**src/rtl/nec_bus_ctrl_if.sv**
```systemverilog
`default_nettype none
// ============================================================================
//  Module      : nec_bus_ctrl_if
//  Description : NEC V30 pin bundle plus backing memory/IO request port.
//  Revision    : 1.0  initial release
// ============================================================================
interface nec_bus_ctrl_if;
    logic        nec_clk;
    logic [19:0] nec_ad_in;
    logic [15:0] nec_ad_out;
    logic        nec_ad_oe;
    logic        nec_ad_dir;
    logic        nec_astb;
    logic        nec_rdn;
    logic        nec_wrn;
    logic        nec_ion;
    logic        nec_uben;
    logic        nec_ready;
    logic        mem_req;
    logic        mem_wr;
    logic        mem_io;
    logic [19:0] mem_addr;
    logic [1:0]  mem_be;
    logic [15:0] mem_wdata;
    logic [15:0] mem_rdata;
    logic        mem_ack;
    logic [31:0] cycle_count;
    logic        protocol_err;
    logic        timeout_err;

    modport slave (
        input  nec_ad_in, nec_astb, nec_rdn, nec_wrn, nec_ion, nec_uben,
        input  mem_rdata, mem_ack,
        output nec_clk, nec_ad_out, nec_ad_oe, nec_ad_dir, nec_ready,
        output mem_req, mem_wr, mem_io, mem_addr, mem_be, mem_wdata,
        output cycle_count, protocol_err, timeout_err
    );

    modport master (
        output nec_ad_in, nec_astb, nec_rdn, nec_wrn, nec_ion, nec_uben,
        output mem_rdata, mem_ack,
        input  nec_clk, nec_ad_out, nec_ad_oe, nec_ad_dir, nec_ready,
        input  mem_req, mem_wr, mem_io, mem_addr, mem_be, mem_wdata,
        input  cycle_count, protocol_err, timeout_err
    );
endinterface
`default_nettype wire

```
**src/rtl/nec_bus_ctrl.sv**
```systemverilog
`default_nettype none
// ============================================================================
//  Module      : nec_bus_ctrl
//  Description : NEC V30 bus-cycle slave; forwards each access to a memory
//                port. Define NEC_BUS_TIMEOUT_EN to force completion when
//                mem_ack never arrives.
//  Revision    : 1.0  initial release
// ============================================================================
module nec_bus_ctrl #(
    parameter int unsigned WAIT_STATES    = 1,
    parameter int unsigned TIMEOUT_CYCLES = 1024
) (
    input  wire           clk_sys,
    input  wire           reset,
    nec_bus_ctrl_if.slave bus
);

    localparam int TO_W = (TIMEOUT_CYCLES > 1) ? $clog2(TIMEOUT_CYCLES) : 1;

    typedef enum logic [2:0] {
        S_IDLE = 3'd0,
        S_CMD  = 3'd1,
        S_REQ  = 3'd2,
        S_HOLD = 3'd3,
        S_DONE = 3'd4
    } state_t;

    state_t          state_q;
    logic [1:0]      div_q;
    logic [19:0]     ad_s1_q, ad_s2_q;
    logic [4:0]      ctl_s1_q, ctl_s2_q;
    logic            astb_prev_q;
    logic [3:0]      wait_q;
    logic            armed_q;
    logic [TO_W-1:0] to_cnt_q;

    logic [15:0]     ad_out_q;
    logic            oe_q, dir_q, ready_q;
    logic            req_q, wr_q, io_q;
    logic [19:0]     addr_q;
    logic [1:0]      be_q;
    logic [15:0]     wdata_q;
    logic [31:0]     count_q;
    logic            perr_q, terr_q;

    logic w_astb_s, w_rdn_s, w_wrn_s, w_ion_s, w_uben_s;
    logic w_astb_fall, w_tick;

    assign {w_astb_s, w_rdn_s, w_wrn_s, w_ion_s, w_uben_s} = ctl_s2_q;
    assign w_astb_fall = astb_prev_q & ~w_astb_s;
    assign w_tick      = (div_q == 2'd3);

    always_ff @(posedge clk_sys) begin
        if (reset) begin
            state_q     <= S_IDLE;
            div_q       <= 2'd0;
            ad_s1_q     <= '0;
            ad_s2_q     <= '0;
            ctl_s1_q    <= '0;
            ctl_s2_q    <= '0;
            astb_prev_q <= 1'b0;
            wait_q      <= 4'd0;
            armed_q     <= 1'b0;
            to_cnt_q    <= '0;
            ad_out_q    <= 16'd0;
            oe_q        <= 1'b0;
            dir_q       <= 1'b0;
            ready_q     <= 1'b0;
            req_q       <= 1'b0;
            wr_q        <= 1'b0;
            io_q        <= 1'b0;
            addr_q      <= 20'd0;
            be_q        <= 2'b00;
            wdata_q     <= 16'd0;
            count_q     <= 32'd0;
            perr_q      <= 1'b0;
            terr_q      <= 1'b0;
        end else begin
            div_q       <= div_q + 2'd1;
            ad_s1_q     <= bus.nec_ad_in;
            ad_s2_q     <= ad_s1_q;
            ctl_s1_q    <= {bus.nec_astb, bus.nec_rdn, bus.nec_wrn, bus.nec_ion, bus.nec_uben};
            ctl_s2_q    <= ctl_s1_q;
            astb_prev_q <= w_astb_s;

            if (w_astb_fall && (state_q != S_IDLE)) begin
                perr_q <= 1'b1;
            end

            case (state_q)
                S_IDLE: begin
                    if (w_astb_fall) begin
                        addr_q  <= ad_s2_q;
                        io_q    <= ~w_ion_s;
                        be_q    <= {~w_uben_s, ~ad_s2_q[0]};
                        state_q <= S_CMD;
                    end
                end
                S_CMD: begin
                    if (!w_rdn_s && !w_wrn_s) begin
                        perr_q  <= 1'b1;
                        state_q <= S_IDLE;
                    end else if (!w_rdn_s) begin
                        wr_q     <= 1'b0;
                        req_q    <= 1'b1;
                        to_cnt_q <= '0;
                        state_q  <= S_REQ;
                    end else if (!w_wrn_s) begin
                        wr_q     <= 1'b1;
                        wdata_q  <= ad_s2_q[15:0];
                        req_q    <= 1'b1;
                        to_cnt_q <= '0;
                        state_q  <= S_REQ;
                    end
                end
                S_REQ: begin
                    to_cnt_q <= to_cnt_q + TO_W'(1);
                    if (bus.mem_ack) begin
                        req_q <= 1'b0;
                        if (!wr_q) begin
                            ad_out_q <= bus.mem_rdata;
                            oe_q     <= 1'b1;
                            dir_q    <= 1'b1;
                        end
                        wait_q  <= 4'(WAIT_STATES);
                        armed_q <= 1'b0;
                        state_q <= S_HOLD;
                    end
`ifdef NEC_BUS_TIMEOUT_EN
                    else if (to_cnt_q == TO_W'(TIMEOUT_CYCLES - 1)) begin
                        req_q  <= 1'b0;
                        terr_q <= 1'b1;
                        if (!wr_q) begin
                            ad_out_q <= 16'hFFFF;
                            oe_q     <= 1'b1;
                            dir_q    <= 1'b1;
                        end
                        wait_q  <= 4'(WAIT_STATES);
                        armed_q <= 1'b0;
                        state_q <= S_HOLD;
                    end
`endif
                end
                S_HOLD: begin
                    // The first divider wrap after entry closes a partial
                    // period, so only wraps after it count as full wait states.
                    if (wait_q == 4'd0) begin
                        ready_q <= 1'b1;
                        state_q <= S_DONE;
                    end else if (w_tick) begin
                        armed_q <= 1'b1;
                        if (armed_q) begin
                            wait_q <= wait_q - 4'd1;
                        end
                    end
                end
                S_DONE: begin
                    if (w_rdn_s && w_wrn_s) begin
                        ready_q <= 1'b0;
                        oe_q    <= 1'b0;
                        dir_q   <= 1'b0;
                        count_q <= count_q + 32'd1;
                        state_q <= S_IDLE;
                    end
                end
                default: state_q <= S_IDLE;
            endcase
        end
    end

    assign bus.nec_clk      = div_q[1];
    assign bus.nec_ad_out   = ad_out_q;
    assign bus.nec_ad_oe    = oe_q;
    assign bus.nec_ad_dir   = dir_q;
    assign bus.nec_ready    = ready_q;
    assign bus.mem_req      = req_q;
    assign bus.mem_wr       = wr_q;
    assign bus.mem_io       = io_q;
    assign bus.mem_addr     = addr_q;
    assign bus.mem_be       = be_q;
    assign bus.mem_wdata    = wdata_q;
    assign bus.cycle_count  = count_q;
    assign bus.protocol_err = perr_q;
    assign bus.timeout_err  = terr_q;

endmodule
`default_nettype wire

```
**src/flat_wrapper.sv**
```systemverilog
// flat-port wrapper written by rule: the top's interface ports become plain ports
module nec_bus_ctrl_flat 
#(
    parameter int unsigned WAIT_STATES    = 1,
    parameter int unsigned TIMEOUT_CYCLES = 1024
)
  (clk_sys, reset, bus_nec_ad_in, bus_nec_astb, bus_nec_rdn, bus_nec_wrn, bus_nec_ion, bus_nec_uben, bus_mem_rdata, bus_mem_ack, bus_nec_clk, bus_nec_ad_out, bus_nec_ad_oe, bus_nec_ad_dir, bus_nec_ready, bus_mem_req, bus_mem_wr, bus_mem_io, bus_mem_addr, bus_mem_be, bus_mem_wdata, bus_cycle_count, bus_protocol_err, bus_timeout_err);
  nec_bus_ctrl_if bus_i ();
  input  wire clk_sys;
  input  wire reset;
  input wire logic [$bits(bus_i.nec_ad_in)-1:0] bus_nec_ad_in;
  input wire logic [$bits(bus_i.nec_astb)-1:0] bus_nec_astb;
  input wire logic [$bits(bus_i.nec_rdn)-1:0] bus_nec_rdn;
  input wire logic [$bits(bus_i.nec_wrn)-1:0] bus_nec_wrn;
  input wire logic [$bits(bus_i.nec_ion)-1:0] bus_nec_ion;
  input wire logic [$bits(bus_i.nec_uben)-1:0] bus_nec_uben;
  input wire logic [$bits(bus_i.mem_rdata)-1:0] bus_mem_rdata;
  input wire logic [$bits(bus_i.mem_ack)-1:0] bus_mem_ack;
  output wire logic [$bits(bus_i.nec_clk)-1:0] bus_nec_clk;
  output wire logic [$bits(bus_i.nec_ad_out)-1:0] bus_nec_ad_out;
  output wire logic [$bits(bus_i.nec_ad_oe)-1:0] bus_nec_ad_oe;
  output wire logic [$bits(bus_i.nec_ad_dir)-1:0] bus_nec_ad_dir;
  output wire logic [$bits(bus_i.nec_ready)-1:0] bus_nec_ready;
  output wire logic [$bits(bus_i.mem_req)-1:0] bus_mem_req;
  output wire logic [$bits(bus_i.mem_wr)-1:0] bus_mem_wr;
  output wire logic [$bits(bus_i.mem_io)-1:0] bus_mem_io;
  output wire logic [$bits(bus_i.mem_addr)-1:0] bus_mem_addr;
  output wire logic [$bits(bus_i.mem_be)-1:0] bus_mem_be;
  output wire logic [$bits(bus_i.mem_wdata)-1:0] bus_mem_wdata;
  output wire logic [$bits(bus_i.cycle_count)-1:0] bus_cycle_count;
  output wire logic [$bits(bus_i.protocol_err)-1:0] bus_protocol_err;
  output wire logic [$bits(bus_i.timeout_err)-1:0] bus_timeout_err;
  assign bus_i.nec_ad_in = bus_nec_ad_in;
  assign bus_i.nec_astb = bus_nec_astb;
  assign bus_i.nec_rdn = bus_nec_rdn;
  assign bus_i.nec_wrn = bus_nec_wrn;
  assign bus_i.nec_ion = bus_nec_ion;
  assign bus_i.nec_uben = bus_nec_uben;
  assign bus_i.mem_rdata = bus_mem_rdata;
  assign bus_i.mem_ack = bus_mem_ack;
  assign bus_nec_clk = bus_i.nec_clk;
  assign bus_nec_ad_out = bus_i.nec_ad_out;
  assign bus_nec_ad_oe = bus_i.nec_ad_oe;
  assign bus_nec_ad_dir = bus_i.nec_ad_dir;
  assign bus_nec_ready = bus_i.nec_ready;
  assign bus_mem_req = bus_i.mem_req;
  assign bus_mem_wr = bus_i.mem_wr;
  assign bus_mem_io = bus_i.mem_io;
  assign bus_mem_addr = bus_i.mem_addr;
  assign bus_mem_be = bus_i.mem_be;
  assign bus_mem_wdata = bus_i.mem_wdata;
  assign bus_cycle_count = bus_i.cycle_count;
  assign bus_protocol_err = bus_i.protocol_err;
  assign bus_timeout_err = bus_i.timeout_err;
  nec_bus_ctrl #(.WAIT_STATES(WAIT_STATES), .TIMEOUT_CYCLES(TIMEOUT_CYCLES)) u_core (.clk_sys(clk_sys), .reset(reset), .bus(bus_i));
endmodule
```
**config.mk**
```make
export PLATFORM = sky130hd
export DESIGN_NAME = nec_bus_ctrl_flat
export DESIGN_NICKNAME = d
export VERILOG_FILES = /design/src/rtl/nec_bus_ctrl_if.sv /design/src/rtl/nec_bus_ctrl.sv /design/src/flat_wrapper.sv
export SDC_FILE = /design/constraint.sdc
export NUM_CORES = 1
export LEC_CHECK = 0
export ABC_AREA = 0
export BUFFER_PORTS_ARGS = -buffer_cell sky130_fd_sc_hd__buf_2
export CORE_MARGIN = 8
export CORE_UTILIZATION = 35
export CTS_BUF_LIST = sky130_fd_sc_hd__clkbuf_8
export CTS_CLUSTER_SIZE = 40
export DETAILED_ROUTE_END_ITERATION = 12
export SLEW_MARGIN = 20
export SYNTH_ARGS = -nofsm -noshare
export SYNTH_HDL_FRONTEND = slang
export SYNTH_SLANG_ARGS = --single-unit
export TNS_END_PERCENT = 30
```
**constraint.sdc**
```tcl
create_clock -name clk_sys -period 2.9 [get_ports clk_sys]
set_input_delay 0.29 -clock clk_sys [delete_from_list [all_inputs] [get_ports clk_sys]]
set_output_delay 0.29 -clock clk_sys [all_outputs]
set_load 0.005 [all_outputs]
```
After elaboration in Yosys (flattened, before gate mapping):

Index checks and enable logic that the tools add are counted.

* register bits: 153
* bits of input ports: 44
* output and inout bits: 95
* word-level logic and storage cells: 102

* $add $sub $neg: 3
* eq/ne operators: 17
* mux-type cells: 31
* bitwise operators: 8
* reduce and logical (&&, ||, !) cells: 23

Operator list (count)
* adder 32 x 1 -> 32 bit, second input constant: 1
* two-way mux 3 bit: 7
* two-way mux 4 bit: 4
* AND reduction 4 bit: 4
* one-hot mux 3 bit (5 select lines): 1
* two-way mux 1 bit: 14
* inequality test 2 x 1 -> 1 bit, second input constant: 5
* inequality test 2 bit, second input constant: 5
* AND reduction 5 bit: 2
* AND reduction 3 bit: 3
* one-hot mux 1 bit (2 select lines): 4
* one-hot mux 4 bit (2 select lines): 1
* nonzero test 2 bit: 4
* inverter 1 bit: 7
* equality test 3 x 2 -> 1 bit, second input constant: 2
* logical NOT 4 bit: 1
* inequality test 4 bit, second input constant: 1
* AND reduction 2 bit: 2
* subtractor 4 x 1 -> 4 bit, second input constant: 1
* equality test 3 x 1 -> 1 bit, second input constant: 1
* equality test 3 bit, second input constant: 1
* logical AND 1 bit: 3
* logical NOT 3 bit: 1
* inequality test 3 bit, second input constant: 1
* other kinds (5): 6

Longest topological paths before layout:

Gate-level depths: netlist (run 1).

* depth in word-level cells: 6
* mapped depth: 7

Worst setup path before layout (run 1):

OpenSTA, ideal clock, no wires.

* path type: flip-flop to flip-flop
* start point: register u_core.ctl_s2_q[3]
* end point: register u_core.count_q[22] (netlist: u_core.bus.cycle_count[22])
* library setup time: 0.070 ns
* arrival: 1.952 ns
* slack: 0.878 ns
* stages on the path, launching flop included: 8
* path buffers: 2
* period minus slack after synthesis: 2.022 ns
* path through: dfxtp_1 -> ha_1 -> nor4bb_1 -> buf_2 -> nand4_1 -> buf_2 -> or4_1 -> a21oi_1

* cells in the longest elaborated chain, start to end: 2

Ends and longest elaborated chain
* start, declared: RTL line nec_bus_ctrl.sv:31 `logic [4:0] ctl_s1_q, ctl_s2_q;`
* start signal, assigned: RTL line nec_bus_ctrl.sv:83 `ctl_s2_q <= ctl_s1_q;`
* logical AND 1 bit: RTL line nec_bus_ctrl.sv:158 `if (w_rdn_s && w_wrn_s) begin`
* AND reduction 2 bit (no line)
* end signal, assigned: RTL line nec_bus_ctrl.sv:162 `count_q <= count_q + 32'd1;`
* end, declared: RTL line nec_bus_ctrl.sv:43 `logic [31:0] count_q;`

No other way between the ends.
A chain may end at the register's enable or synchronous reset.

Worst setup path in the final report (run 1):

* start point: register u_core.ctl_s2_q[3]
* end point: register u_core.count_q[18] (netlist: u_core.bus.cycle_count[18])

Same word-level chain as after synthesis.

==> out/results.tsv, run 1 <==
stage	metric	value	unit
yosys	Avg Cell Area, Syn	9.219	µm²
cts	H-tree depth	4	
floorplan	Ports	139	
cts	Resized cells post-CTS	0	
cts	setup bufs post-CTS	0	
yosys	distinct cell type count after synthesis	50	
global_route	grt ovf	0	
yosys	number of enable flip-flop cells after synthesis	0	
yosys	Mapped Area	0.005688	mm²
flow_run	max-cap violations	0	
floorplan	Core Box Area	0.01589	mm²
worst_setup_path	crit start category	register	
sta	RSZ-0062 raised after global routing	false	
worst_hold_path	min-delay worst type	input port to register	
finish	share of post-route cells with drive strength above 1	25.17	%
yosys	Synth Area in XOR/XNOR	1.540	%
detailed_routing	First-pass DRT Iterations	4	
global_route	first-pass GRT wire length	22370	µm
sta	Tcrit/Tclk final	84.16	%
outcome	status	finished, final reports clean	
finish	fill count	1608	
sta	Slew Viols, Final	0	
cts	Post-CTS Hold Buffers	0	
worst_setup_path	CP delay by family, top	simple AND/OR/NAND/NOR gates	
finish	Multi-input gate area	0.002412	mm²
yosys	post-synthesis sequential area ratio	53.85	%
sta	# setup viols final	0	
finish	Finished Core Util	43.62	%
yosys	adder-cell share of the synthesized area	1.540	%
yosys	Synth Area in Simple Gates	25.54	%
cts	worst-case clock buffer depth	2	
sta	f_max	409.8	MHz
cts	CTS tree	built	
worst_setup_path	Crit Path Max Fanout	15	
power	Leak	0.002748	µW
yosys	multiplexer share of the synthesized area	2.816	%
worst_setup_path	Critical Path AT	2.82	ns
yosys	synthesis-stage register bit count	153	
sta	Final Hold Viols	0	
worst_setup_path	CP Data Required Time	3.28	ns
worst_setup_path	Worst Path Buf+Inv	1	
global_route	pin count of the biggest net entering global routing	100	
detailed_routing	DRC	0	
yosys	combinational family with the most area after synthesis	simple AND/OR/NAND/NOR gates	
detailed_routing	DRT antenna net count	0	
detailed_routing	DR WL/cell	14.47	µm
global_route	vias in the first global route	4455	
floorplan	initial core utilization	35.81	%
sta	setup ws final	0.4595	ns
yosys	synth warn	0	
finish	nets@finish	789	
floorplan	Die X	143.5	µm
detailed_routing	final WL	13990	µm
worst_setup_path	Max stage delay on crit path	0.62	ns
worst_setup_path	critical path cell sequence	ha_1 > nor4bb_1 > buf_4 > nand4_1 > or4_1 > a21oi_1	
sta	min cycle time layout	2.440	ns
worst_setup_path	Setup CP Type	register to register	
finish	register area	0.003063	mm²
detailed_routing	DR vias	4727	
floorplan	Die Y	143.5	µm
global_route	initial antenna violation count	1	
sta	Fin Setup TNS	0	ns
floorplan	die footprint	0.02059	mm²
yosys	FFs w/ async S/R, synth	0	%
finish	Area Overhead vs Synth	21.82	%
sta	worst-margin pin slew	0.8419	ns
finish	# diodes	0	
worst_setup_path	Critical Path Sink Type	register	
sta	skew final	0.01234	ns
power	power density over the cells	554.5	mW/mm²
cts	Worst-Skew Late Latency	0.45	ns
cts	CTS buffer count	17	
global_route	Total GRT Usage	13.68	%
placed_design	hpwl dp	9893	µm
placed_design	Place WS	0.5005	ns
cts	Clock Sinks	153	
detailed_routing	drt via density	4.888	
yosys	Synth Area in Compound Gates	10.91	%
yosys	Post-Synthesis Cells	617	
power	Worst VDD drop	0.2993	mV
worst_setup_path	CP max stage cell	or4_1	
placed_design	GP Congestion	0.8069	
yosys	Primary FF master, synth	dfxtp_1	
floorplan	Core Rows	46	
cts	Root Buffer	clkbuf_8	
yosys	Mapped Nets	668	
placed_design	I/O Buffers	137	
sta	Max transition margin	43.73	%
cts	Reg clk slew, reported paths	0.09	ns
detailed_routing	DR iter-0 viols	283	
[routing by layer]
| metal | global-route usage [%] | part of all wire (%) | up-vias |
|---|---|---|---|
| li1 | - | - | 2373 |
| met1 | 16.27 | 44 | 2191 |
| met2 | 21.84 | 47 | 151 |
| met3 | 5.972 | 8.5 | 10 |
| met4 | 4.151 | 0.68 | 2 |
| met5 | 0 | 0.071 | - |
[flip-flops by register name (all words and copies together) (netlist names), 2 cells and up]
| name | count |
|---|---|
| u_core.ctl_s1_q | 5 |
| u_core.ad_s2_q | 20 |
| u_core.ctl_s2_q | 5 |
| u_core.wait_q | 4 |
| u_core.state_q | 3 |
| u_core.div_q | 2 |
| u_core.ad_s1_q | 20 |
| u_core.bus.mem_wdata | 16 |
| u_core.bus.mem_be | 2 |
| u_core.bus.mem_addr | 20 |
| u_core.bus.cycle_count | 32 |
| u_core.bus.nec_ad_out | 16 |
[layout by cell type, fill, tap and decap left out, drive strengths merged, types with 4 or more instances in the layout]
cell type  netlist  final
or3              7      7
nand2           88     88
mux2i           16     16
nor2b           53     53
nand3           13     13
clkbuf          35     18
nor2            37     37
nand3b           4      4
ha               7      7
and4             5      5
o31ai           13     13
nor3             8      8
nand4           15     15
clkinv           0      6
a21oi           66     66
inv              9     14
or4             14     14
dfxtp          153    153
buf              8    145
o21ai            6      6
nor4             5      5
or2              4      4
xnor2            8      8
[power breakdown]
| group | leakage, µW | internal (µW) | switching (µW) |
|---|---|---|---|
| Sequential | 0.00124 | 2140 | 14.9 |
| Combinational | 0.00131 | 57.6 | 67.0 |
| Clock | 0.000195 | 724 | 840 |
| Total | 0.00275 | 2920 | 922 |
[cells by family (layout without fill, tap and decap cells)]
| kind of cell | after synthesis | count (layout) |
|---|---|---|
| xor gates and xnor gates | 10 | 10 |
| DFF | 153 | 153 |
| buffers and inverters | 52 | 186 |
| AOI/OAI and AO/OA | 105 | 105 |
| and+or+nand+nor | 273 | 273 |
| adders and majority gates | 7 | 7 |
| muxes | 16 | 16 |
| other | 1 | 1 |
[per-stage QoR]
stage | power (µW) | std cells | hold slack (ns) | area (µm²)
floorplan | 2275 | 617 | 0.3897 | 5688
global placement | 2326 | 935 | 0.3913 | 6540
detailed placement | 2330 | 935 | 0.3993 | 6540
CTS | 3911 | 967 | 0.007400 | 6929
global route | 4020 | 967 | 0.004679 | 6929
finish | 3842 | 967 | 0.04344 | 6929
[final timing paths]
check / to / cells past startpoint / slack (ns) / start
max: u_core.bus.cycle_count[18] / 6 / 0.46 / u_core.ctl_s2_q[3]
min: u_core.ad_s1_q[0] / 2 / 0.04 / bus_nec_ad_in[0]
max reg2reg: u_core.bus.cycle_count[18] / 6 / 0.46 / u_core.ctl_s2_q[3]
min reg2reg: u_core.bus.mem_be[1] / 1 / 0.42 / u_core.ctl_s2_q[0]
[worst reg2reg max path: cells and delay by family, from the launching register on]
family          cells  cell delay [ns]
compound gates      1             0.16
fa+ha+maj           1             0.24
buf+inv             1             0.21
flops               1             0.41
simple gates        3             1.36
[cells in the mapped netlist, types with 6 or more instances]
cell / number / area [µm²]
inv_1: 9 / 33.78
or4_1: 14 / 105.1
or3_1: 7 / 43.79
nor3_1: 8 / 40.04
mux2i_1: 16 / 160.2
ha_1: 7 / 87.58
o31ai_1: 13 / 97.59
nor2b_1: 53 / 331.6
dfxtp_1: 153 / 3063
nand3_1: 13 / 65.06
nand4_1: 14 / 87.58
nor2_1: 37 / 138.9
xnor2_1: 8 / 70.07
a21oi_1: 66 / 330.3
o21ai_0: 6 / 30.03
nand2_1: 88 / 330.3
clkbuf_1: 34 / 127.6
[final cells by class]
class	count	share of cell area (%)
flip-flops and latches	153	44.20
multi-input cells	412	34.81
repair buffers	145	10.98
well taps	216	3.900
clock buffers	18	3.575
clock inverters	14	2.040
inverters	9	0.4875
Power figures use the tool's default switching activity.
==> run 2, diff against run 1 <==
clock period = 2.3 ns   (was 2.9 ns; I/O delays follow)
==> run 2 against run 1 <==
Clock power grew 25%. Critical path depth is the same. Die area is the same. Wire length grew 3.0%. Largest cell class unchanged. Highest routed layer is now met4.
==> out/results.tsv, run 2 (same netlist as run 1, synthesis figures left out) <==
stage	metric	value	unit
placed_design	GP Congestion	0.7730	
global_route	pin count of the biggest net entering global routing	100	
sta	Fin Setup TNS	0	ns
detailed_routing	final WL	14410	µm
floorplan	Ports	139	
finish	# diodes	0	
worst_setup_path	FF-to-FF path depth	6	
worst_setup_path	Max stage delay on crit path	0.50	ns
floorplan	Die Y	143.5	µm
global_route	Total GRT Usage	14.19	%
finish	commonest non-fill, non-tap cell in the layout	dfxtp_1	
detailed_routing	drt via density	4.786	
sta	RSZ-0062 raised after global routing	false	
finish	register area	0.003063	mm²
floorplan	Core Rows	46	
sta	Max transition margin	61.20	%
cts	Root Buffer	clkbuf_8	
sta	worst-margin pin slew	0.5821	ns
global_route	initial antenna violation count	0	
worst_setup_path	RR Startpoint	u_core.wait_q[0]	
finish	Area Overhead vs Synth	28.49	%
cts	CTS tree	built	
sta	# setup viols final	0	
sta	min cycle time layout	2.118	ns
sta	Final Hold Viols	0	
power	power density over the cells	665.0	mW/mm²
outcome	status	finished, final reports clean	
finish	Finished Core Util	46.01	%
detailed_routing	DR vias	4820	
finish	commonest non-fill, non-tap cells in the layout	dfxtp_1 (153), buf_2 (136), nand2_1 (88), a21oi_1 (66), nor2b_1 (53)	
floorplan	initial core utilization	35.81	%
sta	Slew Viols, Final	0	
cts	Clock Sinks	153	
worst_setup_path	Worst setup startpoint	u_core.wait_q[0]	
worst_setup_path	Critical Path Sink Type	register	
worst_setup_path	Setup CP Type	register to register	
sta	skew final	0.009687	ns
worst_setup_path	CP max stage cell	or3b_2	
placed_design	hpwl dp	10160	µm
global_route	grt ovf	0	
cts	H-tree depth	4	
worst_hold_path	min-delay worst type	input port to register	
detailed_routing	DR iter-0 viols	178	
global_route	first-pass GRT wire length	23520	µm
detailed_routing	DRC	0	
sta	Tcrit/Tclk final	92.11	%
finish	fill count	1581	
sta	f_max	472.0	MHz
power	Worst VDD drop	0.4003	mV
power	Leak	0.002932	µW
cts	Reg clk slew, reported paths	0.08	ns
finish	share of post-route cells with drive strength above 1	25.79	%
worst_setup_path	CP Data Required Time	2.66	ns
detailed_routing	DR WL/cell	14.31	µm
worst_setup_path	crit start category	register	
cts	Worst-Skew Late Latency	0.44	ns
worst_setup_path	CP most frequent cell	or3b_2	
worst_setup_path	Crit Path Max Fanout	4	
detailed_routing	DRT antenna net count	0	
flow_run	max-cap violations	0	
placed_design	I/O Buffers	137	
worst_hold_path	Hold Path Cell Cnt	2	
floorplan	Die X	143.5	µm
cts	worst-case clock buffer depth	2	
cts	CTS buffer count	17	
finish	nets@finish	831	
floorplan	die footprint	0.02059	mm²
detailed_routing	First-pass DRT Iterations	4	
worst_hold_path	hold path startpoint	bus_nec_ad_in[19]	
floorplan	Core Box Area	0.01589	mm²
worst_setup_path	critical path cell sequence	inv_1 > ha_1 > or3b_2 > a2bb2oi_1 > or3b_2 > a21boi_0	
finish	Multi-input gate area	0.002427	mm²
worst_setup_path	Critical Path AT	2.48	ns
finish	number of flip-flops in the largest register	32	
global_route	vias in the first global route	4812	
## run 2: cell types whose count changed in the layout (fill, tap and decap cells not counted), sizes merged
cell         delta
inv             -2
clkinvlp        +1
buf            +17
clkinv          -2
bufinv          +1
dlygate4sd3    +25
## run 2: final cells by class
class	instances	share of cell area (%)
clock inverters	12	1.746
inverters	9	0.4622
flip-flops and latches	153	41.91
multi-input cells	412	33.21
clock buffers	18	3.390
repair buffers	187	15.58
well taps	216	3.698
## run 2: power by group
part	switching (µW)	internal, µW	leakage (µW)	total [µW]
logic	91.9	102	0.00150	193
registers	16.9	2700	0.00124	2710
clock network	975	978	0.000188	1950
## run 2: repair_timing
item	CTS	global route
setup buffers	0	1
resized for setup	0	2
hold buffers	25	0
endpoints found under the setup margin	0	9
hold endpoints to repair	25	0
## run 2: path summary, 6_finish.rpt
path,end,slack [ns]
setup / recovery,u_core.bus.nec_ready,0.18
hold / removal,u_core.ad_s1_q[19],0.03
setup reg to reg,u_core.bus.nec_ready,0.18
hold reg to reg,u_core.bus.mem_be[1],0.41
## run 2: routing by layer
metal	wire length [µm]	global-route usage (%)	up-vias
met5	0	0	-
met4	211	4.925	0
met3	1076	5.076	17
met2	6950	23.96	145
met1	6170	16.28	2217
li1	-	-	2441
## run 2: stage by stage
| stage | setup WS (ns) | total power, µW | area (µm²) | hold WS (ns) | instances |
|---|---|---|---|---|---|
| global placement | 0.1759 | 2934 | 6660 | 0.3912 | 951 |
| CTS | 0.05780 | 4927 | 7286 | 0.0005098 | 1006 |
| detailed placement | 0.08154 | 2938 | 6660 | 0.4004 | 951 |
| finish | 0.1815 | 4860 | 7308 | 0.02886 | 1007 |
| floorplan | 0.2780 | 2868 | 5688 | 0.3582 | 617 |
| global route | 0.05380 | 5079 | 7308 | 0.008920 | 1007 |
## run 2: critical path: cells and delay by family (launching register included)
kind            cells  cell delay (ns)
fa+ha+maj           1             0.15
compound gates      2             0.48
flops               1             0.33
simple gates        2             0.99
buf+inv             1             0.09
==> run 3, diff against run 2 <==
CORE_ASPECT_RATIO = 1.75   (was default)
GPL_TIMING_DRIVEN = 1   (was default)
SETUP_SLACK_MARGIN = 0.3   (was default)
==> run 3 against run 2 <==
Combinational power is 3% higher. Register-to-register slack better by 0.09 ns. Via count is 2.0% higher. Wire length is 5.7% higher. Cell count is 1.8% lower. Maximum frequency is 4.6% higher. Sequential cell count stayed put. Count of clock-buffer cells in the layout is 1 lower.
==> out/results.tsv, run 3 (same netlist as run 1, synthesis figures left out) <==
stage	metric	value	unit
detailed_routing	DRC	0	
finish	# diodes	0	
detailed_routing	DR WL/cell	15.40	µm
worst_hold_path	Hold Path Cell Cnt	2	
floorplan	Die Y	184.6	µm
worst_setup_path	Critical Path AT	2.39	ns
cts	Root Buffer	clkbuf_8	
power	combinational group share of total power	4.0	%
sta	# setup viols final	0	
floorplan	Ports	139	
sta	f_max	493.7	MHz
finish	Area Overhead vs Synth	30.11	%
sta	worst-margin pin slew	0.6874	ns
worst_hold_path	min-delay worst type	input port to register	
worst_setup_path	Worst R2R End	u_core.bus.cycle_count[31]	
outcome	status	finished, final reports clean	
power	Sequential Power Share	54.9	%
global_route	initial antenna violation count	0	
worst_setup_path	Worst Path Buf+Inv	0	
sta	min cycle time layout	2.026	ns
power	Worst VDD drop	0.2979	mV
detailed_routing	final WL	15230	µm
worst_setup_path	FF-to-FF path depth	4	
power	switching power	1306	µW
floorplan	initial core utilization	35.83	%
placed_design	hpwl dp	10920	µm
sta	Fin Setup TNS	0	ns
detailed_routing	DRT antenna net count	0	
flow_run	max-cap violations	0	
worst_setup_path	Setup CP Type	register to register	
power	internal power	3638	µW
worst_setup_path	reg-to-reg setup timing slack	0.27	ns
global_route	first-pass GRT wire length	24580	µm
worst_setup_path	Crit Path Max Fanout	6	
sta	hold_ws	0.03723	ns
worst_hold_path	hold path startpoint	bus_nec_ad_in[6]	
floorplan	Core Box Area	0.01588	mm²
placed_design	GP Congestion	0.8319	
worst_hold_path	hold worst-path end	u_core.ad_s1_q[6]	
worst_setup_path	RR Startpoint	u_core.bus.cycle_count[10]	
worst_setup_path	Max stage delay on crit path	0.64	ns
global_route	vias in the first global route	5042	
detailed_routing	DR iter-0 viols	301	
cts	Reg clk slew, reported paths	0.10	ns
power	power density over the cells	668.0	mW/mm²
global_route	grt ovf	0	
detailed_routing	drt via density	4.970	
finish	number of flip-flops in the largest register	32	
power	Net Sw Frac	26.42	%
worst_setup_path	CP Data Required Time	2.66	ns
sta	Slew Viols, Final	0	
worst_setup_path	CP delay by family, top	simple AND/OR/NAND/NOR gates	
cts	Worst-Skew Late Latency	0.44	ns
sta	skew final	0.02091	ns
worst_setup_path	crit start category	register	
worst_setup_path	Worst setup startpoint	u_core.bus.cycle_count[10]	
detailed_routing	DR vias	4915	
worst_setup_path	CP max stage cell	or4_4	
sta	Max transition margin	54.18	%
sta	RSZ-0062 raised after global routing	true	
placed_design	I/O Buffers	137	
sta	Final Hold Viols	0	
cts	CTS buffer count	17	
finish	commonest non-fill, non-tap cell in the layout	dfxtp_1	
floorplan	die footprint	0.02075	mm²
global_route	pin count of the biggest net entering global routing	91	
cts	worst-case clock buffer depth	2	
floorplan	Die X	112.4	µm
worst_setup_path	critical path cell sequence	nand4_1 > or4_4 > or4_1 > a21oi_1	
worst_setup_path	Critical Path Sink Type	register	
cts	H-tree depth	4	
cts	Clock Sinks	153	
finish	share of post-route cells with drive strength above 1	27.75	%
power	Leak	0.002988	µW
global_route	Total GRT Usage	14.65	%
floorplan	Core Rows	61	
detailed_routing	First-pass DRT Iterations	4	
finish	commonest non-fill, non-tap cells in the layout	dfxtp_1 (151), buf_2 (136), nand2_1 (88), a21oi_1 (64), nor2b_1 (53)	
sta	Tcrit/Tclk final	88.07	%
finish	nets@finish	838	
cts	CTS tree	built	
power	Clk pwr share	41.1	%
==> run 3: cell count changes in the layout (fill, tap and decap cells not counted), moves of 2 or more <==
cell	previous run	this run
bufinv_16	2	0
clkinvlp_4	3	0
clkinv_8	0	4
clkinv_4	1	4
dfxtp_1	153	151
or4_4	0	2
inv_6	2	0
a21oi_1	66	64
or4_1	14	12
buf_4	25	30
inv_8	0	7
a21oi_2	0	2
clkinv_2	3	0
==> run 3: per-stage QoR <==
| step | worst slack [ns] | total power, µW | area (µm²) | std cells | utilization [%] |
|---|---|---|---|---|---|
| 2_1_floorplan | 0.3126 | 2868 | 5698 | 617 | - |
| 3_3_place_gp | 0.2409 | 2938 | 6623 | 923 | 41.72 |
| 3_5_place_dp | 0.2096 | 2943 | 6623 | 923 | 41.72 |
| 4_1_cts | 0.2577 | 5024 | 7336 | 985 | 46.21 |
| 5_1_grt | 0.2068 | 5171 | 7401 | 989 | 46.62 |
| 6_report | 0.2744 | 4944 | 7401 | 989 | 46.62 |
==> run 3: cell type report <==
| class | instances | area [µm²] |
|---|---|---|
| fillers | 1588 | 8474 |
| flip-flops and latches | 153 | 3068 |
| multi-input cells | 412 | 2452 |
| repair buffers | 194 | 1197 |
| well taps | 189 | 236.5 |
| clock buffers | 17 | 234.0 |
| clock inverters | 15 | 178.9 |
| inverters | 9 | 33.78 |
==> run 3: power groups by stage <==
stage          logic, µW  registers (µW)  clock network (µW)
6_report             198            2710                2030
3_3_place_gp         163            2780                   0
5_1_grt              220            2720                2230
3_5_place_dp         165            2780                   0
4_1_cts              200            2710                2110
2_1_floorplan       94.5            2770                   0
==> run 3: worst max-delay path by stage <==
stage / endpoint / depth (start not counted) / slack, ns
global route: u_core.bus.cycle_count[17] / 7 / 0.21
finish: u_core.bus.cycle_count[31] / 4 / 0.27
floorplan: u_core.bus.cycle_count[26] / 7 / 0.31
detailed placement: u_core.bus.cycle_count[31] / 5 / 0.21
global placement: u_core.bus.cycle_count[31] / 5 / 0.24
CTS: u_core.bus.cycle_count[20] / 7 / 0.26
==> run 3: repair_timing <==
action | in CTS | in global routing
endpoints found under the setup margin | 17 | 22
hold buffers | 25 | 1
buffers inserted | 5 | 3
gates resized for setup | 3 | 9
gates cloned | 0 | 0
endpoints found under the hold margin | 25 | 1
pin swaps | 2 | 4
==> run 3: routing by layer <==
metal	vias to the layer above	part of all wire (%)	GRT usage, %	wire length [µm]
met4	0	2.8	7.220	433
met1	2314	39	14.91	5969
li1	2469	-	-	-
met2	114	54	26.89	8160
met5	-	0	0	0
met3	18	4.4	4.063	666
==> run 3: worst reg2reg max path: cells and delay by family (launching register included) <==
family | cells | cell delay, ns
AO/OA/AOI/OAI | 1 | 0.16
flip-flops | 1 | 0.41
AND/OR/NAND/NOR | 3 | 1.38
